**config.mk**
```make
export PLATFORM = sky130hd
export DESIGN_NAME = level_sequencer_flat
export DESIGN_NICKNAME = d
export VERILOG_FILES = /design/src/rtl/level_sequencer_pkg.sv /design/src/rtl/level_sequencer_if.sv /design/src/rtl/level_sequencer_hold_timer.sv /design/src/rtl/level_sequencer.sv /design/src/flat_wrapper.sv
export SDC_FILE = /design/constraint.sdc
export NUM_CORES = 1
export LEC_CHECK = 0
export ABC_AREA = 0
export CORE_MARGIN = 5
export CORE_UTILIZATION = 50
export DETAILED_ROUTE_END_ITERATION = 10
export GPL_ROUTABILITY_DRIVEN = 0
export GPL_TIMING_DRIVEN = 0
export HOLD_SLACK_MARGIN = 0.06
export PLACE_DENSITY = 0.71
export SLEW_MARGIN = 30
export SYNTH_ARGS = -nofsm -noshare
export SYNTH_HDL_FRONTEND = slang
export SYNTH_HIERARCHICAL = 1
export SYNTH_SLANG_ARGS = --single-unit
```
**constraint.sdc**
```tcl
create_clock -name clk -period 3.65 [get_ports clk]
set_input_delay 0.73 -clock clk [delete_from_list [all_inputs] [get_ports clk]]
set_output_delay 0.73 -clock clk [all_outputs]
set_load 0.005 [all_outputs]
```
**src/rtl/level_sequencer_pkg.sv**
```systemverilog
// Shared definitions for the word-typing level sequencer: state encoding,
// key codes, target word table and key normalisation helpers.
package level_pkg;

  typedef enum logic [2:0] {
    S_IDLE  = 3'd0,
    S_PLAY  = 3'd1,
    S_CHECK = 3'd2,
    S_WON   = 3'd3,
    S_LOST  = 3'd4,
    S_DONE  = 3'd5
  } state_t;

  localparam logic [7:0] KEY_ENTER     = 8'h0D;
  localparam logic [7:0] KEY_BACKSPACE = 8'h08;
  localparam logic [7:0] ASCII_SPACE   = 8'h20;

  localparam logic [39:0] WORD_0 = "LOGIC";
  localparam logic [39:0] WORD_1 = "CLOCK";
  localparam logic [39:0] WORD_2 = "ADDER";

  // Levels beyond the table reuse it cyclically; positions past the word read as 0.
  function automatic logic [7:0] target_char(input logic [2:0] lvl, input int pos);
    logic [39:0] w;
    case (lvl)
      3'd1, 3'd4, 3'd7: w = WORD_1;
      3'd2, 3'd5:       w = WORD_2;
      default:          w = WORD_0;
    endcase
    w = w << (pos * 8);
    return w[39:32];
  endfunction

  function automatic logic [7:0] to_upper(input logic [7:0] c);
    return (c >= 8'h61 && c <= 8'h7A) ? c - 8'h20 : c;
  endfunction

  function automatic logic is_letter(input logic [7:0] c);
    return (c >= 8'h41 && c <= 8'h5A);
  endfunction

endpackage

```
**src/rtl/level_sequencer_if.sv**
```systemverilog
// Keyboard-in / display-out bundle between the key decoder, the level
// sequencer and the level display.
interface level_sequencer_if #(parameter int WORD_LEN = 5);
  logic                key_valid;
  logic [7:0]          key_ascii;
  logic [7:0]          counter;
  logic [7:0]          letter;
  logic [WORD_LEN-1:0] correct_mask;
  logic [WORD_LEN-1:0] wrong_mask;
  logic [2:0]          level;
  logic [2:0]          state_out;
  logic                lvl_won;
  logic                lvl_lost;
  logic                game_done;

  modport master (
    output key_valid, key_ascii,
    input  counter, letter, correct_mask, wrong_mask, level, state_out,
           lvl_won, lvl_lost, game_done
  );

  modport slave (
    input  key_valid, key_ascii,
    output counter, letter, correct_mask, wrong_mask, level, state_out,
           lvl_won, lvl_lost, game_done
  );
endinterface

```
**src/rtl/level_sequencer_hold_timer.sv**
```systemverilog
// Loadable saturating down-counter; expired is high once the loaded
// hold has run out and stays high until the next start.
module hold_timer #(
  parameter int HOLD = 100_000_000
) (
  input  logic clk,
  input  logic reset,
  input  logic start,
  input  logic clear,
  output logic expired
);
  localparam int W = (HOLD > 1) ? $clog2(HOLD) : 1;

  logic [W-1:0] cnt_q, cnt_d;

  // Loading HOLD-1 makes expired rise on the HOLD-th cycle after start.
  always_comb begin
    cnt_d = cnt_q;
    if (clear)
      cnt_d = '0;
    else if (start)
      cnt_d = W'(HOLD - 1);
    else if (cnt_q != '0)
      cnt_d = cnt_q - W'(1);
  end

  always_ff @(posedge clk) begin
    if (reset) cnt_q <= '0;
    else       cnt_q <= cnt_d;
  end

  assign expired = (cnt_q == '0);
endmodule

```
**src/rtl/level_sequencer.sv**
```systemverilog
// Game-flow controller for the typing levels. Optional backspace editing
// in PLAY is enabled by defining LEVEL_SEQ_BACKSPACE_EN.
module level_sequencer
  import level_pkg::*;
#(
  parameter int NUM_LEVELS = 3,
  parameter int WORD_LEN   = 5,
  parameter int WIN_HOLD   = 100_000_000
) (
  input  logic             clk,
  input  logic             reset,
  level_sequencer_if.slave bus
);
  state_t              state_q, state_d;
  logic [7:0]          counter_q, counter_d;
  logic [7:0]          letter_q, letter_d;
  logic [WORD_LEN-1:0] correct_q, correct_d;
  logic [WORD_LEN-1:0] wrong_q, wrong_d;
  logic [2:0]          level_q, level_d;
  logic                won_q, won_d, lost_q, lost_d, done_q, done_d;
  logic                timer_start, timer_clear, timer_expired;
  logic [7:0]          key_up;
  logic                key_letter, key_enter;

  assign key_up     = to_upper(bus.key_ascii);
  assign key_letter = is_letter(key_up);
  assign key_enter  = bus.key_valid && (bus.key_ascii == KEY_ENTER);

  hold_timer #(.HOLD(WIN_HOLD)) u_hold (
    .clk     (clk),
    .reset   (reset),
    .start   (timer_start),
    .clear   (timer_clear),
    .expired (timer_expired)
  );

  always_comb begin
    state_d     = state_q;
    counter_d   = counter_q;
    letter_d    = letter_q;
    correct_d   = correct_q;
    wrong_d     = wrong_q;
    level_d     = level_q;
    timer_start = 1'b0;
    timer_clear = 1'b0;

    case (state_q)
      S_IDLE: begin
        if (key_enter) begin
          state_d     = S_PLAY;
          counter_d   = '0;
          correct_d   = '0;
          wrong_d     = '0;
          timer_clear = 1'b1;
        end
      end
      S_PLAY: begin
        if (bus.key_valid) begin
          if (key_letter) begin
            for (int i = 0; i < WORD_LEN; i++) begin
              if (counter_q == 8'(i)) begin
                if (key_up == target_char(level_q, i)) correct_d[i] = 1'b1;
                else                                   wrong_d[i]   = 1'b1;
              end
            end
            letter_d  = key_up;
            counter_d = counter_q + 8'd1;
            if (counter_q == 8'(WORD_LEN - 1)) state_d = S_CHECK;
          end
`ifdef LEVEL_SEQ_BACKSPACE_EN
          else if (bus.key_ascii == KEY_BACKSPACE && counter_q != 8'd0) begin
            for (int i = 0; i < WORD_LEN; i++) begin
              if (counter_q == 8'(i + 1)) begin
                correct_d[i] = 1'b0;
                wrong_d[i]   = 1'b0;
              end
            end
            counter_d = counter_q - 8'd1;
            letter_d  = ASCII_SPACE;
          end
`endif
        end
      end
      S_CHECK: begin
        timer_start = 1'b1;
        state_d     = (&correct_q) ? S_WON : S_LOST;
      end
      S_WON: begin
        if (timer_expired) begin
          if (level_q == 3'(NUM_LEVELS - 1)) begin
            state_d = S_DONE;
          end else begin
            state_d   = S_PLAY;
            level_d   = level_q + 3'd1;
            counter_d = '0;
            correct_d = '0;
            wrong_d   = '0;
          end
        end
      end
      S_LOST: begin
        if (timer_expired) begin
          state_d   = S_PLAY;
          counter_d = '0;
          correct_d = '0;
          wrong_d   = '0;
        end
      end
      S_DONE: begin
        if (key_enter) begin
          state_d = S_IDLE;
          level_d = '0;
        end
      end
      default: state_d = S_IDLE;
    endcase

    won_d  = (state_d == S_WON);
    lost_d = (state_d == S_LOST);
    done_d = (state_d == S_DONE);
  end

  always_ff @(posedge clk) begin
    if (reset) begin
      state_q   <= S_IDLE;
      counter_q <= '0;
      letter_q  <= ASCII_SPACE;
      correct_q <= '0;
      wrong_q   <= '0;
      level_q   <= '0;
      won_q     <= 1'b0;
      lost_q    <= 1'b0;
      done_q    <= 1'b0;
    end else begin
      state_q   <= state_d;
      counter_q <= counter_d;
      letter_q  <= letter_d;
      correct_q <= correct_d;
      wrong_q   <= wrong_d;
      level_q   <= level_d;
      won_q     <= won_d;
      lost_q    <= lost_d;
      done_q    <= done_d;
    end
  end

  assign bus.counter      = counter_q;
  assign bus.letter       = letter_q;
  assign bus.correct_mask = correct_q;
  assign bus.wrong_mask   = wrong_q;
  assign bus.level        = level_q;
  assign bus.state_out    = state_q;
  assign bus.lvl_won      = won_q;
  assign bus.lvl_lost     = lost_q;
  assign bus.game_done    = done_q;
endmodule

```
**src/flat_wrapper.sv**
```systemverilog
// flat-port wrapper written by rule: the top's interface ports become plain ports
module level_sequencer_flat import level_pkg::*;
#(
  parameter int NUM_LEVELS = 3,
  parameter int WORD_LEN   = 5,
  parameter int WIN_HOLD   = 100_000_000
)
  (clk, reset, bus_key_valid, bus_key_ascii, bus_counter, bus_letter, bus_correct_mask, bus_wrong_mask, bus_level, bus_state_out, bus_lvl_won, bus_lvl_lost, bus_game_done);
  level_sequencer_if #(.WORD_LEN(WORD_LEN)) bus_i ();
  input  logic clk;
  input  logic reset;
  input wire logic [$bits(bus_i.key_valid)-1:0] bus_key_valid;
  input wire logic [$bits(bus_i.key_ascii)-1:0] bus_key_ascii;
  output wire logic [$bits(bus_i.counter)-1:0] bus_counter;
  output wire logic [$bits(bus_i.letter)-1:0] bus_letter;
  output wire logic [$bits(bus_i.correct_mask)-1:0] bus_correct_mask;
  output wire logic [$bits(bus_i.wrong_mask)-1:0] bus_wrong_mask;
  output wire logic [$bits(bus_i.level)-1:0] bus_level;
  output wire logic [$bits(bus_i.state_out)-1:0] bus_state_out;
  output wire logic [$bits(bus_i.lvl_won)-1:0] bus_lvl_won;
  output wire logic [$bits(bus_i.lvl_lost)-1:0] bus_lvl_lost;
  output wire logic [$bits(bus_i.game_done)-1:0] bus_game_done;
  assign bus_i.key_valid = bus_key_valid;
  assign bus_i.key_ascii = bus_key_ascii;
  assign bus_counter = bus_i.counter;
  assign bus_letter = bus_i.letter;
  assign bus_correct_mask = bus_i.correct_mask;
  assign bus_wrong_mask = bus_i.wrong_mask;
  assign bus_level = bus_i.level;
  assign bus_state_out = bus_i.state_out;
  assign bus_lvl_won = bus_i.lvl_won;
  assign bus_lvl_lost = bus_i.lvl_lost;
  assign bus_game_done = bus_i.game_done;
  level_sequencer #(.NUM_LEVELS(NUM_LEVELS), .WORD_LEN(WORD_LEN), .WIN_HOLD(WIN_HOLD)) u_core (.clk(clk), .reset(reset), .bus(bus_i));
endmodule
```
==> results.cfg <==
[clock_network]
post_cts_buffers = 0
cts.sinks = 62
cts_tree = built
clk_pin_slew_worst_paths_ps = 70
cts_buffers = 9
clk_latency_ps = 340
clockRootBuffer = clkbuf_8
ctsHtreeMaxLevel = 3
clock_path_buffers = 2
holdBufCountCts = 0
cts_resized = 0

[timing]
fin_crit_ps = 3330
max-slew-margin-rel_pct = 53.2
tightest_slew_ps = 697
final-setup-viol-count = 0
max_freq_ghz = 0.300
rsz0062_at_grt = false
slew_violations = 0
timing.final.crit_share_pct = 91.3
hold_viol = 0
fin_skew_ps = 9.78
fin_tns_setup_ps = 0

[power]
p_sw_share_pct = 38.7
p_int_w = 0.00174
p_clk_share_pct = 25.5
leakage_nw = 1.61
powerDensity_nw_per_um2 = 655
power.switching_w = 0.00110
p_seq_share_pct = 30.4
totalPowerFinal_w = 0.00285
combPwrFrac_pct = 44.1
ir_drop_v = 0.000437

[critical_path]
r2r_slack_ps = 320
required_ps = 3920
cp-end-kind = flop
cp_slowest_cell = or4_4
regToRegEndpoint = u_core/bus.counter[4]
cpPeakStageDelay_ps = 570
crit_fanout = 11
timing.rr.start = u_core/u_hold/cnt_q[25]
rr_worst_depth = 10
cp-startpoint = u_core/u_hold/cnt_q[25]
startpoint_type = flop
cp.arrival_ps = 3600
path_cells = or4_4 > or4_1 > buf_4 > nor3_4 > nand2_1 > nor3_1 > a211o_4 > o21ai_2 > or3_1 > a21oi_1
path_class = reg -> reg

[global_routing]
grt_pass1_wl_microns = 14800
antenna_found_initial = 0
grtUsageTotal_pct = 20.6
grt_pass1_vias = 3080
overflow = 0
grt_start_max_net_pins = 12

[floorplan]
dieArea_sq_um = 8870
die_w_microns = 94.2
ios = 46
start_util_pct = 51.9
coreArea_sq_um = 6830
rows = 30
die_y_microns = 94.2

[synth]
yosys.area_share.simple_pct = 28.8
synth_top_cell_area_share_pct = 35.0
synthMuxAreaShare_pct = 3.43
yosysTopAreaCell = dfxtp_1
synth_compound_area_share_pct = 20.5
ys_ff_latch = 62
synth_top_family_by_area = simple AND/OR/NAND/NOR gates
synthesis.nets = 439
synth_fa_ha_area_share_pct = 3.88
async_flop_share_pct = 0
yosysUniqueCellTypes = 71
synth_most_common_cell = dfxtp_1
synth_warnings = 6
synth_edf_count = 0
synth_common_cells = dfxtp_1, nor2_1, a21oi_1
synth_ff_type = dfxtp_1
synth_seq_area_share_pct = 35.0
netlist_instances = 417
avgSynthCellArea_sq_um = 8.50
synth_area_leaders = dfxtp_1, nor2_1, a21oi_1
synth-xor-area-share_pct = 3.71
synth.cell_area_sq_um = 3540

[drt]
initialDrtViolationCount = 169
vias = 3266
dr_wl_met3_microns = 459
drc = 0
wl_per_cell_microns = 15.2
dr.pass1.iters = 4
dr.max_layer_used = met4
routed_wirelength_microns = 8710
wl_met1_microns = 4400
ant_nets = 0
routed-wl-met2_microns = 3780
via_per_inst = 5.71

[cells_and_area]
final_util_pct = 63.7
layout.nets = 493
drive_above_1_share_pct = 11.8
diodes = 0
syn2layout_area_growth_pct = 22.7

[placed_design]
port_buffers = 43
hpwl_microns = 6350

[hold_path]
whs_endpoint = u_core/bus.letter[5]
hold_path_depth = 2
min_path_type = reg -> reg
hp-start = u_core/bus.letter[5]

[job]
drv_cap = 0

[run_status]
status = finished, final reports clean
state kept, by name, indices dropped and copies added, names as in the netlist, 3 cells and up:
signal,flops
u_core/bus.correct_mask,5
u_core/bus.level,3
u_core/bus.counter,8
u_core/bus.letter,8
u_core/bus.wrong_mask,5
u_core/bus.state_out,3
u_core/u_hold/cnt_q,27
stage by stage:
step	area [sq um]	setup slack, ps	hold WS, ps	instances
6_report	4350	318	465	572
5_1_grt	4350	158	494	572
4_1_cts	4340	138	470	572
3_5_place_dp	4100	25.8	456	556
3_3_place_gp	4090	13.4	444	556
2_1_floorplan	3540	701	444	417
cells in the final DEF, fill, tap and decap left out, types with 11 or more instances in the layout:
cell             synthesis  layout
inv_1                   16      16
nor2_1                  42      42
nand2_1                 28      28
dfxtp_1                 62      62
mux2i_1                 11      11
ha_1                    11      11
clkdlybuf4s50_1          0      43
a21oi_1                 31      31
a31oi_1                 11      11
nand4_1                 14      14
o21ai_0                 12      12
nor3_1                  14      13
worst max path at each step:
| stage | endpoint | slack, ps |
|---|---|---|
| detailed placement | u_core/u_hold/cnt_q[26] | 30 |
| global placement | u_core/bus.counter[4] | 10 |
| finish | u_core/bus.counter[4] | 320 |
| global route | u_core/bus.counter[4] | 160 |
| CTS | u_core/bus.counter[4] | 140 |
| floorplan | u_core/bus.counter[3] | 700 |
area by class of cell:
class / count / area, sq um
Buffer: 19 / 103
Timing Repair Buffer: 43 / 430
Inverter: 16 / 60.1
Fill cell: 621 / 2480
Clock buffer: 10 / 128
Sequential cell: 62 / 1240
Tap cell: 96 / 120
Multi-Input combinational cell: 320 / 2160
Clock inverter: 6 / 110
cell families after synthesis:
family / after synthesis
AND/OR/NAND/NOR: 179
AO/OA/AOI/OAI: 103
flip-flops: 62
buffers and inverters: 35
XOR/XNOR: 15
multiplexers: 12
adder cells (fa/ha/maj): 11
power groups by stage:
| stage | combinational, W | sequential, W | clock [W] |
|---|---|---|---|
| after floorplan | 0.000994 | 0.000856 | 0 |
| after global placement | 0.00118 | 0.000873 | 0 |
| after detailed placement | 0.00120 | 0.000879 | 0 |
| after CTS | 0.00121 | 0.000864 | 0.000741 |
| after global routing | 0.00137 | 0.000881 | 0.000775 |
| final | 0.00125 | 0.000866 | 0.000727 |
worst max-delay path: cells and delay by family (launching register included):
kind / cells / cell delay, ps
flops: 1 / 330
compound gates: 3 / 510
simple gates: 6 / 2220
buf+inv: 1 / 190
routing by layer:
layer  GRT usage, %  up-vias
li1               -     1644
met1           29.5     1530
met2           31.4       83
met3           3.61        9
met4           5.90        0
met5              0        -
(Power assumes the default switching activity.)
